[src/rtl/interboard_rx_frame_if.sv]
// Inter-board receive link bundle: peer handshake plus decoded-message outputs.
// "master" is the peer/consumer side, "slave" is the receiver block.
interface interboard_rx_frame_if;
  logic       Request_in;
  logic [5:0] inter_data_in;
  logic       Ack_out;
  logic       interboard_en;
  logic       interboard_rst;
  logic [3:0] interboard_msg_type;
  logic       interboard_move_dir;
  logic [4:0] interboard_block_x;
  logic [2:0] interboard_block_y;
  logic [5:0] interboard_card;
  logic [2:0] interboard_sel_len;
  logic       frame_err;
  logic       busy;

  modport master (
    output Request_in, inter_data_in,
    input  Ack_out, interboard_en, interboard_rst, interboard_msg_type,
           interboard_move_dir, interboard_block_x, interboard_block_y,
           interboard_card, interboard_sel_len, frame_err, busy
  );

  modport slave (
    input  Request_in, inter_data_in,
    output Ack_out, interboard_en, interboard_rst, interboard_msg_type,
           interboard_move_dir, interboard_block_x, interboard_block_y,
           interboard_card, interboard_sel_len, frame_err, busy
  );
endinterface

[src/rtl/interboard_rx_frame.sv]
// Receive side of the inter-board link: four-phase Request/Ack word capture,
// 4-word frame reassembly, field decode and mid-frame timeout recovery.
module interboard_rx_frame #(
  parameter int unsigned TIMEOUT_CYCLES = 1000000,
  parameter logic [3:0]  RST_MSG_TYPE   = 4'd15
) (
  input logic                  clk,
  input logic                  rst,
  interboard_rx_frame_if.slave bus
);

  localparam int unsigned TW = (TIMEOUT_CYCLES > 2) ? $clog2(TIMEOUT_CYCLES) : 1;
  localparam logic [TW-1:0] TMO_LAST = TW'(TIMEOUT_CYCLES - 1);

  typedef enum logic [1:0] {
    IDLE     = 2'd0,
    WAIT_REQ = 2'd1,
    ACK_HI   = 2'd2,
    FLUSH    = 2'd3
  } state_t;

  state_t        state_q;
  logic          sync1_q;
  logic          req_q;
  logic [1:0]    idx_q;
  logic [TW-1:0] tmo_q;
  logic [23:0]   sh_q;
  logic          ack_q;
  logic          busy_q;
  logic          en_q;
  logic          rstmsg_q;
  logic          err_q;
  logic [3:0]    msg_type_q;
  logic          move_dir_q;
  logic [4:0]    block_x_q;
  logic [2:0]    block_y_q;
  logic [5:0]    card_q;
  logic [2:0]    sel_len_q;
  logic [23:0]   sh_d;

  assign sh_d = {sh_q[17:0], bus.inter_data_in};

  always_ff @(posedge clk or posedge rst) begin
    if (rst) begin
      state_q    <= IDLE;
      sync1_q    <= 1'b0;
      req_q      <= 1'b0;
      idx_q      <= 2'd0;
      tmo_q      <= '0;
      sh_q       <= 24'd0;
      ack_q      <= 1'b0;
      busy_q     <= 1'b0;
      en_q       <= 1'b0;
      rstmsg_q   <= 1'b0;
      err_q      <= 1'b0;
      msg_type_q <= 4'd0;
      move_dir_q <= 1'b0;
      block_x_q  <= 5'd0;
      block_y_q  <= 3'd0;
      card_q     <= 6'd0;
      sel_len_q  <= 3'd0;
    end else begin
      sync1_q  <= bus.Request_in;
      req_q    <= sync1_q;
      en_q     <= 1'b0;
      rstmsg_q <= 1'b0;
      err_q    <= 1'b0;
      case (state_q)
        IDLE: begin
          idx_q <= 2'd0;
          tmo_q <= '0;
          if (req_q) begin
            sh_q    <= sh_d;
            ack_q   <= 1'b1;
            busy_q  <= 1'b1;
            state_q <= ACK_HI;
          end else begin
            ack_q  <= 1'b0;
            busy_q <= 1'b0;
          end
        end
        WAIT_REQ: begin
          if (req_q) begin
            sh_q    <= sh_d;
            ack_q   <= 1'b1;
            tmo_q   <= '0;
            state_q <= ACK_HI;
          end else if (tmo_q == TMO_LAST) begin
            ack_q   <= 1'b0;
            err_q   <= 1'b1;
            tmo_q   <= '0;
            state_q <= FLUSH;
          end else begin
            tmo_q <= tmo_q + 1'b1;
          end
        end
        ACK_HI: begin
          // A completed handshake wins over a timeout landing on the same edge.
          if (!req_q) begin
            ack_q <= 1'b0;
            tmo_q <= '0;
            if (idx_q != 2'd3) begin
              idx_q   <= idx_q + 2'd1;
              state_q <= WAIT_REQ;
            end else begin
              idx_q   <= 2'd0;
              busy_q  <= 1'b0;
              state_q <= IDLE;
              if (sh_q[1:0] == 2'b00) begin
                msg_type_q <= sh_q[23:20];
                move_dir_q <= sh_q[19];
                block_x_q  <= sh_q[18:14];
                block_y_q  <= sh_q[13:11];
                card_q     <= sh_q[10:5];
                sel_len_q  <= sh_q[4:2];
                en_q       <= 1'b1;
                rstmsg_q   <= (sh_q[23:20] == RST_MSG_TYPE);
              end else begin
                err_q <= 1'b1;
              end
            end
          end else if (tmo_q == TMO_LAST) begin
            ack_q   <= 1'b0;
            err_q   <= 1'b1;
            tmo_q   <= '0;
            state_q <= FLUSH;
          end else begin
            tmo_q <= tmo_q + 1'b1;
          end
        end
        FLUSH: begin
          ack_q <= 1'b0;
          tmo_q <= '0;
          if (!req_q) begin
            busy_q  <= 1'b0;
            idx_q   <= 2'd0;
            state_q <= IDLE;
          end else begin
            busy_q <= 1'b1;
          end
        end
        default: begin
          ack_q   <= 1'b0;
          busy_q  <= 1'b0;
          idx_q   <= 2'd0;
          tmo_q   <= '0;
          state_q <= IDLE;
        end
      endcase
    end
  end

  assign bus.Ack_out             = ack_q;
  assign bus.busy                = busy_q;
  assign bus.interboard_en       = en_q;
  assign bus.interboard_rst      = rstmsg_q;
  assign bus.frame_err           = err_q;
  assign bus.interboard_msg_type = msg_type_q;
  assign bus.interboard_move_dir = move_dir_q;
  assign bus.interboard_block_x  = block_x_q;
  assign bus.interboard_block_y  = block_y_q;
  assign bus.interboard_card     = card_q;
  assign bus.interboard_sel_len  = sel_len_q;

endmodule

[src/flat_wrapper.sv]
// flat-port wrapper written by rule: the top's interface ports become plain ports
module interboard_rx_frame_flat 
#(
  parameter int unsigned TIMEOUT_CYCLES = 1000000,
  parameter logic [3:0]  RST_MSG_TYPE   = 4'd15
)
  (clk, rst, bus_Request_in, bus_inter_data_in, bus_Ack_out, bus_interboard_en, bus_interboard_rst, bus_interboard_msg_type, bus_interboard_move_dir, bus_interboard_block_x, bus_interboard_block_y, bus_interboard_card, bus_interboard_sel_len, bus_frame_err, bus_busy);
  interboard_rx_frame_if bus_i ();
  input logic clk;
  input logic rst;
  input wire logic [$bits(bus_i.Request_in)-1:0] bus_Request_in;
  input wire logic [$bits(bus_i.inter_data_in)-1:0] bus_inter_data_in;
  output wire logic [$bits(bus_i.Ack_out)-1:0] bus_Ack_out;
  output wire logic [$bits(bus_i.interboard_en)-1:0] bus_interboard_en;
  output wire logic [$bits(bus_i.interboard_rst)-1:0] bus_interboard_rst;
  output wire logic [$bits(bus_i.interboard_msg_type)-1:0] bus_interboard_msg_type;
  output wire logic [$bits(bus_i.interboard_move_dir)-1:0] bus_interboard_move_dir;
  output wire logic [$bits(bus_i.interboard_block_x)-1:0] bus_interboard_block_x;
  output wire logic [$bits(bus_i.interboard_block_y)-1:0] bus_interboard_block_y;
  output wire logic [$bits(bus_i.interboard_card)-1:0] bus_interboard_card;
  output wire logic [$bits(bus_i.interboard_sel_len)-1:0] bus_interboard_sel_len;
  output wire logic [$bits(bus_i.frame_err)-1:0] bus_frame_err;
  output wire logic [$bits(bus_i.busy)-1:0] bus_busy;
  assign bus_i.Request_in = bus_Request_in;
  assign bus_i.inter_data_in = bus_inter_data_in;
  assign bus_Ack_out = bus_i.Ack_out;
  assign bus_interboard_en = bus_i.interboard_en;
  assign bus_interboard_rst = bus_i.interboard_rst;
  assign bus_interboard_msg_type = bus_i.interboard_msg_type;
  assign bus_interboard_move_dir = bus_i.interboard_move_dir;
  assign bus_interboard_block_x = bus_i.interboard_block_x;
  assign bus_interboard_block_y = bus_i.interboard_block_y;
  assign bus_interboard_card = bus_i.interboard_card;
  assign bus_interboard_sel_len = bus_i.interboard_sel_len;
  assign bus_frame_err = bus_i.frame_err;
  assign bus_busy = bus_i.busy;
  interboard_rx_frame #(.TIMEOUT_CYCLES(TIMEOUT_CYCLES), .RST_MSG_TYPE(RST_MSG_TYPE)) u_core (.clk(clk), .rst(rst), .bus(bus_i));
endmodule
[config.mk]
export PLATFORM = sky130hd
export DESIGN_NAME = interboard_rx_frame_flat
export DESIGN_NICKNAME = d
export VERILOG_FILES = /design/src/rtl/interboard_rx_frame_if.sv /design/src/rtl/interboard_rx_frame.sv /design/src/flat_wrapper.sv
export SDC_FILE = /design/constraint.sdc
export NUM_CORES = 1
export LEC_CHECK = 0
export ABC_AREA = 1
export ABC_CLOCK_PERIOD_IN_PS = 3600
export CORE_MARGIN = 8
export CORE_UTILIZATION = 46
export CTS_CLUSTER_SIZE = 12
export DETAILED_ROUTE_END_ITERATION = 7
export DONT_BUFFER_PORTS = 1
export GPL_TIMING_DRIVEN = 0
export SETUP_SLACK_MARGIN = 0.05
export SLEW_MARGIN = 20
export SYNTH_ARGS = -nofsm -noshare
export SYNTH_HDL_FRONTEND = slang
export SYNTH_SLANG_ARGS = --single-unit
[constraint.sdc]
create_clock -name clk -period 3.6 [get_ports clk]
set_input_delay 0.54 -clock clk [delete_from_list [all_inputs] [get_ports clk]]
set_output_delay 0.54 -clock clk [all_outputs]
set_load 0.02 [all_outputs]
Word level (Yosys, flattened, before mapping)

Index checks and enable logic that the tools add are counted.

Bits in registers: 77
Output and inout bits: 27
Memories: 0
Logic and storage cells: 78
Bits in latches: 0
Input port bits: 9
Bits in read-only memories: 0
Memory bits (writable): 0

Shift-type cells: 0
Multipliers: 0
$lt $le $gt $ge: 0
Bitwise logic cells: 2
Equality and inequality tests: 10
Mux-type cells: 36
Reduce and logical (&&, ||, !) cells: 11
Div/mod/pow operators: 0
Add/subtract/negate cells: 2

Operators with widths:

| kind                                                | count |
|---|---|
| 2-to-1 mux 20 bit                                   | 3 |
| one-hot mux 20 bit (3 select lines)                 | 1 |
| adder 20 x 1 -> 20 bit, second input constant       | 1 |
| equality test 20 bit, second input constant         | 1 |
| 2-to-1 mux 1 bit                                    | 20 |
| 2-to-1 mux 2 bit                                    | 7 |
| != test 2 bit, second input constant                | 4 |
| one-hot mux 2 bit (4 select lines)                  | 1 |
| one-hot mux 2 bit (3 select lines)                  | 1 |
| AND reduction 3 bit                                 | 2 |
| equality test 2 bit, second input constant          | 2 |
| equality test 4 bit, second input constant          | 1 |
| zero test 2 bit                                     | 2 |
| one-hot mux 1 bit (2 select lines)                  | 2 |
| one-hot mux 1 bit (4 select lines)                  | 1 |
| AND reduction 2 bit                                 | 2 |
| AND reduction 4 bit                                 | 1 |
| OR reduction 2 bit                                  | 2 |
| nonzero test 3 bit                                  | 1 |
| adder 2 x 1 -> 2 bit, second input constant         | 1 |
| equality test 2 x 1 -> 1 bit, second input constant | 1 |
| != test 2 x 1 -> 1 bit, second input constant       | 1 |
| inverter 1 bit                                      | 2 |
| nonzero test 2 bit                                  | 1 |

Logic depth before layout (Yosys ltp)

Gate-level depths: netlist of run 1.

Depth after elaboration: 5
Mapped depth: 10

Worst setup path before layout of run 1

No wires, ideal clock.

Kind: flip-flop to flip-flop
Start: register u_core.state_q[0]
End: register u_core.tmo_q[10]
Stages on the path, launching flop included: 10
Slack: 2.187 ns
Clock period less this slack: 1.413 ns
Arrival: 1.333 ns
Cells stage by stage: dfrtp_1 -> inv_1 -> ha_1 -> nand2_2 -> nand2_2 -> nand2_1 -> inv_1 -> nand2_4 -> buf_6 -> nor3b_2

Cells in the longest elaborated chain, start to end: 3
Elaborated cells on any way between the ends: 6

RTL lines:

| element                                                       | RTL line                   | source |
|---|---|---|
| from (decl)                                                   | interboard_rx_frame.sv:22  | `state_t state_q;` |
| from (signal assigned)                                        | interboard_rx_frame.sv:45  | `state_q <= IDLE;` |
| from (signal assigned)                                        | interboard_rx_frame.sv:76  | `state_q <= ACK_HI;` |
| from (signal assigned)                                        | interboard_rx_frame.sv:87  | `state_q <= ACK_HI;` |
| equality test 2 bit / zero test 2 bit (equally long branches) | interboard_rx_frame.sv:68  | `case (state_q)` |
| OR reduction 2 bit (no line)                                  | --                         |  |
| one-hot mux 20 bit (3 select lines) (*)                       | interboard_rx_frame.sv:68  |  |
| to (signal assigned)                                          | interboard_rx_frame.sv:94  | `tmo_q <= tmo_q + 1'b1;` |
| to (signal assigned)                                          | interboard_rx_frame.sv:128 | `tmo_q <= tmo_q + 1'b1;` |
| to (decl)                                                     | interboard_rx_frame.sv:26  | `logic [TW-1:0] tmo_q;` |

Mark *: on every way between the ends. The rest lies on a longest branch, timed or not.
A chain may end at the register's enable or synchronous reset.

Final worst setup path of run 1

Start: register u_core.state_q[0]
End: register u_core.tmo_q[19]

Same word-level chain as after synthesis.

==> metrics.md, run 1 <==
| Metric | Value |
|---|---|
| Status | completed |
| Vias in the first global route | between 2000 and 2500 |
| Post-Syn Area per Cell | 8.92 um^2 |
| DIE AREA | 0.0106 mm^2 |
| Tmin final | between 1.5 and 2 ns |
| Total Routing Usage GR | 0.139 |
| Critical Path RT | slightly below 4 ns |
| Antenna violations before repair | 0 |
| Total congestion overflow | 0 |
| DRC viols | 0 |
| Final Skew | around 0.006 ns |
| Leakage | 1.81 nW |
| Hold_ws | 0.224 ns |
| Per-cell routed wire length | 13.6 um |
| Largest net degree at the start of global routing | 59 |
| Vias | approximately 2500 |
| Setup Viol. Count Final | 0 |
| Diodes inserted | 0 |
| Syn_nets | approximately 410 |
| CP max stage cell | dfrtp_1 |
| Syn Inst Count | between 300 and 400 |
| DRT Pass-1 Iters | 4 |
| Top cells by area, synth | dfrtp_1 55%, nand2_1 11%, inv_1 5.4% |
| Worst vdd ir | between 300 and 400 uV |
| Input/output buffers | 0 |
| Slew Viols, Final | 0 |
| Placer Congestion | 0.799 |
| Slew headroom | 0.716 |
| Fill cell count | roughly 700 |
| CTS Buf Count | 9 |
| Nets | 419 |
| Post-DP HPWL | 4960 um |
| CP Capture Type | flop |
| RSZ-0062 raised after global routing | false |
| Chip height | slightly above 100 um |
| Prevailing post-synth register cell | dfrtp_1 |
| CP cell instances | inv_1, ha_1, nand2_2, nand2_2, nand2_1, inv_1, nand2_4, inv_1, nand2_1, nor2_1 |
| Register area share after synthesis | 0.552 |
| Warnings from Yosys | 0 |
| Final Hold Vio Count | 0 |
| CP startpoint kind | flop |
| Setup TNS Final | 0 ns |
| Critical path fanouts, max | 7 |
| Max Root-Sink Buffers | 2 |
| Clock-pin slew on the worst setup and hold paths | ~0.080 ns |
| Total wire length | approximately 6900 um |
| Clock sink count | just under 80 |
| FMAX | a little under 600 MHz |
| Critical path type | reg -> reg |
| Unique masters post-synth | 32 |
| Root buf cell | clkbuf_8 |
| H-tree depth | 3 |
| Clk_lat worst skew | approximately 0.34 ns |
| Worst-Margin Slew | 0.426 ns |
| Pwr/cell area | between 700 and 800 mW/mm^2 |
| Synthesis-to-layout area growth | 10.9% |
| Worst Hold Class | in -> reg |
| Max cap viols | 0 |
| CP dominant cell by count | inv_1 |
| Register Area | about 0.0019 mm^2 |
| Area of the multi-input gates | between 0.001 and 0.0015 mm^2 |
| # rows | 31 |
| Largest stage delay, worst path | between 0.4 and 0.5 ns |
| Drt first-iter violations | 73 |
| Synth Cell Area | between 0.003 and 0.004 mm^2 |
| Final core utilization | 0.530 |
| FF+latch count, synth | 77 |
| Antenna viol nets, final | 0 |
| Initial Util | 0.478 |
| I/O pins | 36 |
| Top cell type's share of synthesized area | 0.552 |
| Die Span X | between 100 and 150 um |
| Via/cell ratio | a little under 5 |
| Post-synth ARST share | 1.00 |
| TritonCTS clock tree | yes |
| CP arrival | 1.97 ns |
| Final Cycle Share | 0.474 |
| Layout cells sized above 1 | 0.125 |
| Core ar. | between 0.007 and 0.008 mm^2 |
| First-pass GRT wire length | 11500 um |
| Total power | roughly 0.0028 W |
| Biggest area consumer among synthesized cells | dfrtp_1 |
| EDFF count, synth | 0 |
-- through the flow --
stage	area (um^2)	std cells	setup WS [ns]
finish	3870	508	1.90
global route	3870	508	1.77
CTS	3870	508	1.88
detailed placement	3640	491	1.91
global placement	3610	490	0.224
floorplan	3490	391	1.09
-- power breakdown --
part           total, W  internal, W  switching (W)
clock network  0.000713     0.000391       0.000323
registers       0.00138      0.00112       0.000266
logic          0.000740     0.000255       0.000485
-- synth_stat cells, types with 3 or more instances --
cell type / number
nand2_1: 98
o21ai_2: 10
nor2_1: 38
buf_6: 4
dfrtp_1: 77
inv_1: 50
o21ai_0: 29
nor3_1: 6
o21a_1: 3
o21ai_1: 11
nand4_1: 6
nor2_4: 3
nand3_1: 6
ha_1: 6
xor2_1: 5
nor3b_1: 3
buf_4: 3
nand2_2: 3
a21oi_1: 11
-- path summary, 6_finish.rpt --
kind	start	endpoint	slack, ns	cells past startpoint
max	u_core.state_q[0]	u_core.tmo_q[19]	1.90	10
min	bus_Request_in	u_core.sync1_q	0.22	0
max reg2reg	u_core.state_q[0]	u_core.tmo_q[19]	1.90	10
min reg2reg	u_core.sync1_q	u_core.req_q	0.35	0
max in group asynchronous	rst	u_core.bus.interboard_block_x[1]	2.42	3
min in group asynchronous	rst	u_core.bus.frame_err	0.63	2
-- cell usage in the layout, fill, tap and decap left out, types with 3 or more instances in the layout --
cell type	netlist	final
nand2_2	3	3
nor3b_1	3	3
o21ai_2	10	10
nand4_1	6	6
o21ai_0	29	29
dfrtp_1	77	77
o21a_1	3	3
ha_1	6	6
nand3_1	6	6
nor2_4	3	3
clkbuf_1	2	3
inv_1	50	49
buf_4	3	3
o21ai_1	11	11
nor3_1	6	6
nor2_1	38	38
nand2_1	98	98
xor2_1	5	5
clkbuf_8	0	9
a21oi_1	11	11
buf_6	4	4
-- worst max-delay path, delay by kind of cell, from the launching register on --
kind	cells	cell delay [ns]
flip-flops	1	0.42
adder cells (fa/ha/maj)	1	0.25
buffers and inverters	3	0.39
AND/OR/NAND/NOR	6	0.57
-- per-layer routing --
layer / GRT usage / wire length, um
met1: 0.173 / 3200
met5: 0 / 0
met3: 0.0351 / 365
met4: 0.0601 / 79
met2: 0.225 / 3280
-- registers in the layout (all words and copies together), names as in the netlist --
| name | count |
|---|---|
| u_core.idx_q | 2 |
| u_core.bus.busy | 1 |
| u_core.bus.interboard_rst | 1 |
| u_core.bus.interboard_move_dir | 1 |
| u_core.tmo_q | 20 |
| u_core.sync1_q | 1 |
| u_core.bus.interboard_en | 1 |
| u_core.bus.interboard_sel_len | 3 |
| u_core.sh_q | 24 |
| u_core.bus.Ack_out | 1 |
| u_core.bus.frame_err | 1 |
| u_core.bus.interboard_msg_type | 4 |
| u_core.state_q | 2 |
| u_core.req_q | 1 |
| u_core.bus.interboard_block_x | 5 |
| u_core.bus.interboard_card | 6 |
| u_core.bus.interboard_block_y | 3 |
-- repair_timing --
action | CTS | global route
buffers inserted | 0 | 0
gates resized for setup | 0 | 0
endpoints found under the hold margin | 1 | 0
hold buffers | 1 | 0
-- cell families after synthesis --
group | Yosys count | share of synthesized area
AND/OR/NAND/NOR | 172 | 0.220
flip-flops | 77 | 0.552
AO/OA/AOI/OAI | 67 | 0.111
buffers and inverters | 63 | 0.0803
XOR/XNOR | 6 | 0.0151
adder cells (fa/ha/maj) | 6 | 0.0215
-- layout make-up --
| class | count | area share |
|---|---|---|
| timing repair buffer | 2 | 0.00971 |
| clock buffer | 10 | 0.0330 |
| inverter | 52 | 0.0511 |
| sequential | 77 | 0.498 |
| clock inverter | 6 | 0.0226 |
| multi-input combinational | 251 | 0.331 |
| tap | 99 | 0.0320 |
| buffer | 11 | 0.0220 |
(Power assumes the default switching activity.)
==> inputs of run 2 (changes only) <==
--- a/config.mk
+++ b/config.mk
@@ -6,7 +6,7 @@
 export NUM_CORES = 1
 export LEC_CHECK = 0
 export ABC_AREA = 1
-export ABC_CLOCK_PERIOD_IN_PS = 3600
+export ABC_CLOCK_PERIOD_IN_PS = 1610
 export CORE_MARGIN = 8
 export CORE_UTILIZATION = 46
 export CTS_CLUSTER_SIZE = 12
==> constraint.sdc (replaced) <==
create_clock -name clk -period 1.61 [get_ports clk]
set_input_delay 0.2415 -clock clk [delete_from_list [all_inputs] [get_ports clk]]
set_output_delay 0.2415 -clock clk [all_outputs]
set_load 0.02 [all_outputs]
==> run 2 against run 1 <==
  * Cell area increased by 7.1%
  * Register-to-register slack worse by 1.8 ns
  * Clock power grew 110%
  * Clock-buffer cell count stayed put
  * Via count rose by 2.2%
  * Non-clock buffer count grew 15
  * First-iteration DRC count increased by 16%
  * Hold slack lost 0.21 ns
  * Cell count rose by 3.0%
  * Routed wire length up 6.1%
  * Core utilization increased by 3.7 points
  * Largest power group unchanged
==> metrics.md, run 2 (synthesis gave the netlist of run 1 again) <==
| Metric | Value |
|---|---|
| Post-DP HPWL | 5080 um (was 4960 um) |
| First-pass GRT wire length | 12000 um (was 11500 um) |
| Root buf cell | clkbuf_8 (unchanged) |
| Slew Viols, Final | 0 (unchanged) |
| Core ar. | 0.00729 mm^2 (unchanged) |
| Worst setup margin | 0.0851 ns (was 1.90 ns) |
| Per-cell routed wire length | 14.0 um (was 13.6 um) |
| Top reg by flops | u_core.sh_q (unchanged) |
| Clock sink count | 77 (unchanged) |
| Max Root-Sink Buffers | 2 (unchanged) |
| Max cap viols | 0 (unchanged) |
| CP arrival | 1.79 ns (was 1.97 ns) |
| Final Skew | 0.00831 ns (was 0.00605 ns) |
| TritonCTS clock tree | yes (unchanged) |
| Placer Congestion | 0.849 (was 0.799) |
| Vias in the first global route | 2496 (was 2404) |
| Final Hold Vio Count | 0 (unchanged) |
| Total wire length | 7340 um (was 6920 um) |
| CP startpoint kind | flop (unchanged) |
| I/O pins | 36 (unchanged) |
| Vias | 2573 (was 2518) |
| RSZ-0062 raised after global routing | true (was false) |
| CTS Buf Count | 9 (unchanged) |
| Layout cells sized above 1 | 0.203 (was 0.125) |
| Final instance area | 0.00414 mm^2 (was 0.00387 mm^2) |
| Drt first-iter violations | 85 (was 73) |
| Setup WS pre-CTS | -0.0940 ns (was 1.91 ns) |
| Largest net degree at the start of global routing | 33 (was 59) |
| CP cell instances | inv_2, ha_2, nand2_1, nand2_2, buf_6, buf_6, nand2_1, o21ai_0 (was inv_1, ha_1, nand2_2, nand2_2, nand2_1, inv_1, nand2_4, inv_1, nand2_1, nor2_1) |
| Clk_lat worst skew | 0.35 ns (was 0.34 ns) |
| Leading cell type in the layout, fill and taps excluded | nand2_1 (unchanged) |
| Cell family with most CP delay | flip-flops (was simple AND/OR/NAND/NOR gates) |
| Worst-Margin Slew | 0.548 ns (was 0.426 ns) |
| Setup Viol. Count Final | 0 (unchanged) |
| Initial Util | 0.478 (unchanged) |
| Fin cells | 523 (was 508) |
| FMAX | 656 MHz (was 587 MHz) |
| Critical path fanouts, max | 10 (was 7) |
| Placed Instance Area | 0.00366 mm^2 (was 0.00364 mm^2) |
| Max reg flops | 24 (unchanged) |
| Critical Path RT | 1.88 ns (was 3.87 ns) |
| Antenna viol nets, final | 0 (unchanged) |
| Clock-pin slew on the worst setup and hold paths | 0.09 ns (was 0.08 ns) |
| Buf/Inv on CP | 3 (unchanged) |
| Total Routing Usage GR | 0.150 (was 0.139) |
| Chip height | 103 um (unchanged) |
| Tmin final | 1.52 ns (was 1.70 ns) |
| Slew headroom | 0.634 (was 0.716) |
| Antenna violations before repair | 0 (unchanged) |
| DIE AREA | 0.0106 mm^2 (unchanged) |
| CP Capture Type | flop (unchanged) |
| Final Cycle Share | 0.947 (was 0.474) |
| Leakage | 1.88 nW (was 1.81 nW) |
| Diodes inserted | 0 (unchanged) |
| Die Span X | 103 um (unchanged) |
| DRT Pass-1 Iters | 4 (unchanged) |
| Input/output buffers | 0 (unchanged) |
| Worst vdd ir | 764 uV (was 350 uV) |
| DRC viols | 0 (unchanged) |
| Synthesis-to-layout area growth | 18.7% (was 10.9%) |
| CP max stage cell | dfrtp_1 (unchanged) |
| Critical path type | reg -> reg (unchanged) |
| Via/cell ratio | 4.92 (was 4.96) |
| Total congestion overflow | 0 (unchanged) |
| Pwr/cell area | 1600 mW/mm^2 (was 733 mW/mm^2) |
| Nets | 434 (was 419) |
| Worst Hold Class | in -> reg (unchanged) |
| Largest stage delay, worst path | 0.45 ns (was 0.42 ns) |
| Status | completed (unchanged) |
| # rows | 31 (unchanged) |
| H-tree depth | 3 (unchanged) |
| Placed cells | 492 (was 491) |
| Most frequent cells in the layout | 94 x nand2_1, 75 x dfrtp_1, 44 x inv_1, 35 x nor2_1, 29 x o21ai_0 (was 98 x nand2_1, 77 x dfrtp_1, 49 x inv_1, 38 x nor2_1, 29 x o21ai_0) |
run 2: per-stage QoR:
step	hold WS, ns	utilization	setup TNS, ns	total power (W)
final	0.0124	0.568	0	0.00663
after global routing	0.00528	0.568	-0.0259	0.00714
after CTS	0.000280	0.545	0	0.00649
after detailed placement	0.195	0.501	-1.25	0.00482
after global placement	0.273	0.496	-0.597	0.00474
after floorplan	0.273	-	0	0.00434
run 2: final timing paths:
path                                      start                                to  slack [ns]  cells after the start
min in group asynchronous                   rst  u_core.bus.interboard_block_x[1]        0.41                      2
hold / removal             bus_inter_data_in[4]                    u_core.sh_q[4]        0.01                      2
hold reg to reg                  u_core.sync1_q                      u_core.req_q        0.35                      0
max in group asynchronous                   rst                 u_core.state_q[1]        0.65                      3
setup reg to reg              u_core.state_q[0]                   u_core.sh_q[18]        0.09                      8
setup / recovery              u_core.state_q[0]                   u_core.sh_q[18]        0.09                      8
run 2: what timing repair did:
action                                  in CTS  in global routing
endpoints found under the setup margin      63                 57
pin swaps                                    3                  6
buffers inserted                             3                  6
hold endpoints to repair                    23                  1
gates cloned                                 0                  1
gates resized for setup                     16                 23
hold buffers                                 4                  1
run 2: cell type report:
type | instances | area (um^2)
tap | 99 | 124
timing repair buffer | 17 | 183
clock inverter | 6 | 68.8
sequential | 77 | 1930
clock buffer | 10 | 138
buffer | 11 | 111
multi-input combinational | 251 | 1380
inverter | 52 | 208
fill | 695 | 3150
run 2: power breakdown:
| part | internal, W | switching (W) |
|---|---|---|
| Sequential | 0.00250 | 0.000620 |
| Combinational | 0.000802 | 0.00120 |
| Clock | 0.000769 | 0.000741 |
| Total | 0.00407 | 0.00257 |
run 2: metal layers:
metal / global-route usage / part of all wire / vias to the layer above
met5: 0 / 0 / -
met4: 0.0467 / 0.013 / 0
met3: 0.0614 / 0.051 / 9
met2: 0.245 / 0.49 / 40
met1: 0.176 / 0.44 / 1231
li1: - / - / 1293
run 2: worst reg2reg max path: cells and delay by family (launching register included):
family,cells,cell delay [ns]
flops,1,0.45
simple gates,3,0.26
fa+ha+maj,1,0.22
compound gates,1,0.09
buf+inv,3,0.42
==> inputs of run 3 (changes only) <==
--- a/config.mk
+++ b/config.mk
@@ -12,7 +12,7 @@
 export CTS_CLUSTER_SIZE = 12
 export DETAILED_ROUTE_END_ITERATION = 7
 export DONT_BUFFER_PORTS = 1
-export GPL_TIMING_DRIVEN = 0
+export GPL_TIMING_DRIVEN = 1
 export SETUP_SLACK_MARGIN = 0.05
 export SLEW_MARGIN = 20
 export SYNTH_ARGS = -nofsm -noshare
==> run 3 against run 2 <==
  * Combinational power shrank 5%
  * Cell area shrank 0.24%
  * Sequential power is essentially flat
  * Hold slack lost 0.0032 ns
  * Clock skew grew 0.0024 ns
  * Critical path depth grew 2
  * Via count shrank 2.5%
  * Largest cell class unchanged
  * Largest power group unchanged
==> metrics.md, run 3 (synthesis gave the netlist of run 1 again) <==
| Metric | Value |
|---|---|
| RSZ-0062 raised after global routing | true (unchanged) |
| Largest net degree at the start of global routing | 49 (was 33) |
| Hold endpoint | u_core.sh_q[1] (was u_core.sh_q[4]) |
| Worst Hold Class | in -> reg (unchanged) |
| Pwr/cell area | 1580 mW/mm^2 (was 1600 mW/mm^2) |
| CP Capture Type | flop (unchanged) |
| Per-cell routed wire length | 12.7 um (was 14.0 um) |
| Fill cell count | 707 (was 695) |
| H-tree depth | 3 (unchanged) |
| Vias | 2508 (was 2573) |
| Final Cycle Share | 0.945 (was 0.947) |
| Drt first-iter violations | 50 (was 85) |
| Leakage | 1.87 nW (was 1.88 nW) |
| Post-DP HPWL | 4640 um (was 5080 um) |
| Worst-Margin Slew | 0.382 ns (was 0.548 ns) |
| Input/output buffers | 0 (unchanged) |
| Placer Congestion | 0.848 (was 0.849) |
| CP startpoint kind | flop (unchanged) |
| Leading cell type in the layout, fill and taps excluded | nand2_1 (unchanged) |
| Worst setup margin | 0.0889 ns (was 0.0851 ns) |
| Slew Viols, Final | 0 (unchanged) |
| Synthesis-to-layout area growth | 18.4% (was 18.7%) |
| FF-to-FF End | u_core.tmo_q[3] (was u_core.sh_q[18]) |
| Setup WS pre-CTS | -0.0460 ns (was -0.0940 ns) |
| Layout cells sized above 1 | 0.182 (was 0.203) |
| Initial Util | 0.478 (unchanged) |
| Beginning of the worst register-to-register path | u_core.state_q[1] (was u_core.state_q[0]) |
| CP arrival | 1.77 ns (was 1.79 ns) |
| Clock-pin slew on the worst setup and hold paths | 0.09 ns (about the same) |
| Most frequent cells in the layout | 97 x nand2_1, 75 x dfrtp_1, 46 x inv_1, 35 x nor2_1, 28 x o21ai_0 (was 94 x nand2_1, 75 x dfrtp_1, 44 x inv_1, 35 x nor2_1, 29 x o21ai_0) |
| Setup Viol. Count Final | 0 (unchanged) |
| Via/cell ratio | 4.80 (was 4.92) |
| Cells on worst reg2reg path | 10 (was 8) |
| Die Span X | 103 um (unchanged) |
| Final Skew | 0.0107 ns (was 0.00831 ns) |
| CTS Buf Count | 9 (unchanged) |
| # rows | 31 (unchanged) |
| Worst vdd ir | 930 uV (was 764 uV) |
| Vias in the first global route | 2486 (was 2496) |
| Max reg flops | 24 (unchanged) |
| Critical Path RT | 1.86 ns (was 1.88 ns) |
| Clock sink count | 77 (unchanged) |
| Hold_sp | bus_inter_data_in[1] (was bus_inter_data_in[4]) |
| Total Routing Usage GR | 0.141 (was 0.150) |
| Antenna violations before repair | 0 (unchanged) |
| First-pass GRT wire length | 11500 um (was 12000 um) |
| Chip height | 103 um (unchanged) |
| Nets | 433 (was 434) |
| FMAX | 657 MHz (was 656 MHz) |
| Antenna viol nets, final | 0 (unchanged) |
| Worst Hold Depth | 2 (unchanged) |
| Diodes inserted | 0 (unchanged) |
| Slew headroom | 0.743 (was 0.634) |
| Final Hold Vio Count | 0 (unchanged) |
| Reg2reg setup slack | 0.09 ns (about the same) |
| Total wire length | 6640 um (was 7340 um) |
| Max Root-Sink Buffers | 2 (unchanged) |
| Tmin final | 1.52 ns (about the same) |
| Critical path fanouts, max | 6 (was 10) |
| DRC viols | 0 (unchanged) |
| Root buf cell | clkbuf_8 (unchanged) |
| I/O pins | 36 (unchanged) |
| TritonCTS clock tree | yes (unchanged) |
| Core ar. | 0.00729 mm^2 (unchanged) |
| Max cap viols | 0 (unchanged) |
| DRT Pass-1 Iters | 6 (was 4) |
| Status | completed (unchanged) |
| Total congestion overflow | 0 (unchanged) |
| Hold_ws | 0.00917 ns (was 0.0124 ns) |
| Clk_lat worst skew | 0.36 ns (was 0.35 ns) |
| Top reg by flops | u_core.sh_q (unchanged) |
| Critical path type | reg -> reg (unchanged) |
| DIE AREA | 0.0106 mm^2 (unchanged) |
run 3: cell count changes in the layout (fill, tap and decap cells not counted), moves of 2 or more:
| cell | before | now |
|---|---|---|
| buf_12 | 2 | 6 |
| buf_4 | 10 | 13 |
| buf_6 | 7 | 0 |
| clkbuf_2 | 2 | 0 |
| dlygate4sd3_1 | 5 | 7 |
| inv_1 | 44 | 46 |
| inv_4 | 2 | 0 |
| nand2_1 | 94 | 97 |
| nand2_2 | 7 | 4 |
run 3: worst max path at each step:
stage,startpoint,endpoint,slack (ns),depth (start not counted)
finish,u_core.state_q[1],u_core.tmo_q[3],0.09,10
CTS,u_core.state_q[1],u_core.tmo_q[12],0.04,9
global route,u_core.state_q[1],u_core.tmo_q[13],-0.0008,9
global placement,u_core.tmo_q[0],u_core.tmo_q[14],-0.02,8
detailed placement,u_core.state_q[0],u_core.tmo_q[19],-0.05,10
floorplan,u_core.state_q[0],u_core.tmo_q[6],0.20,9
run 3: per-layer routing:
metal,part of all wire,track usage
met1,0.47,0.178
met2,0.46,0.219
met3,0.042,0.0371
met4,0.020,0.0712
met5,0,0
run 3: through the flow:
stage          setup TNS, ns  instance area [um^2]  std cells   util  total power (W)
3_5_place_dp          -0.204                  3680        491  0.505          0.00480
6_report                   0                  4130        522  0.566          0.00652
3_3_place_gp         -0.0825                  3680        491  0.505          0.00475
4_1_cts                    0                  4050        519  0.555          0.00654
2_1_floorplan              0                  3490        391      -          0.00434
5_1_grt            -0.000812                  4130        522  0.566          0.00703
run 3: final cells by class:
type / count / area (um^2) / share of cell area
Timing Repair Buffer: 26 / 288 / 0.0697
Clock inverter: 7 / 82.6 / 0.0200
Sequential cell: 77 / 1930 / 0.467
Multi-Input combinational cell: 252 / 1380 / 0.334
Clock buffer: 9 / 124 / 0.0300
Inverter: 52 / 203 / 0.0491
Tap cell: 99 / 124 / 0.0300
run 3: critical path, stage by stage (launching register included):
cell and delay (ns):
dfrtp_2 0.44, buf_4 0.15, ha_4 0.16, nand2_2 0.09, nand2_2 0.06, nand2_1 0.06, inv_2 0.08, nand2_8 0.10
clkinvlp_4 0.15, nand2_1 0.09, nor2_1 0.04
run 3: what timing repair did:
action	4_1_cts	5_1_grt
endpoints found under the setup margin	12	58
hold buffers	7	0
resized for setup	8	15
pin swaps	2	1
buffers inserted	4	3
endpoints found under the hold margin	83	0
gates cloned	1	0
run 3: power breakdown:
group          total, W  internal (W)  switching (W)
logic           0.00190      0.000765        0.00113
registers       0.00310       0.00250       0.000603
clock network   0.00152      0.000739       0.000785
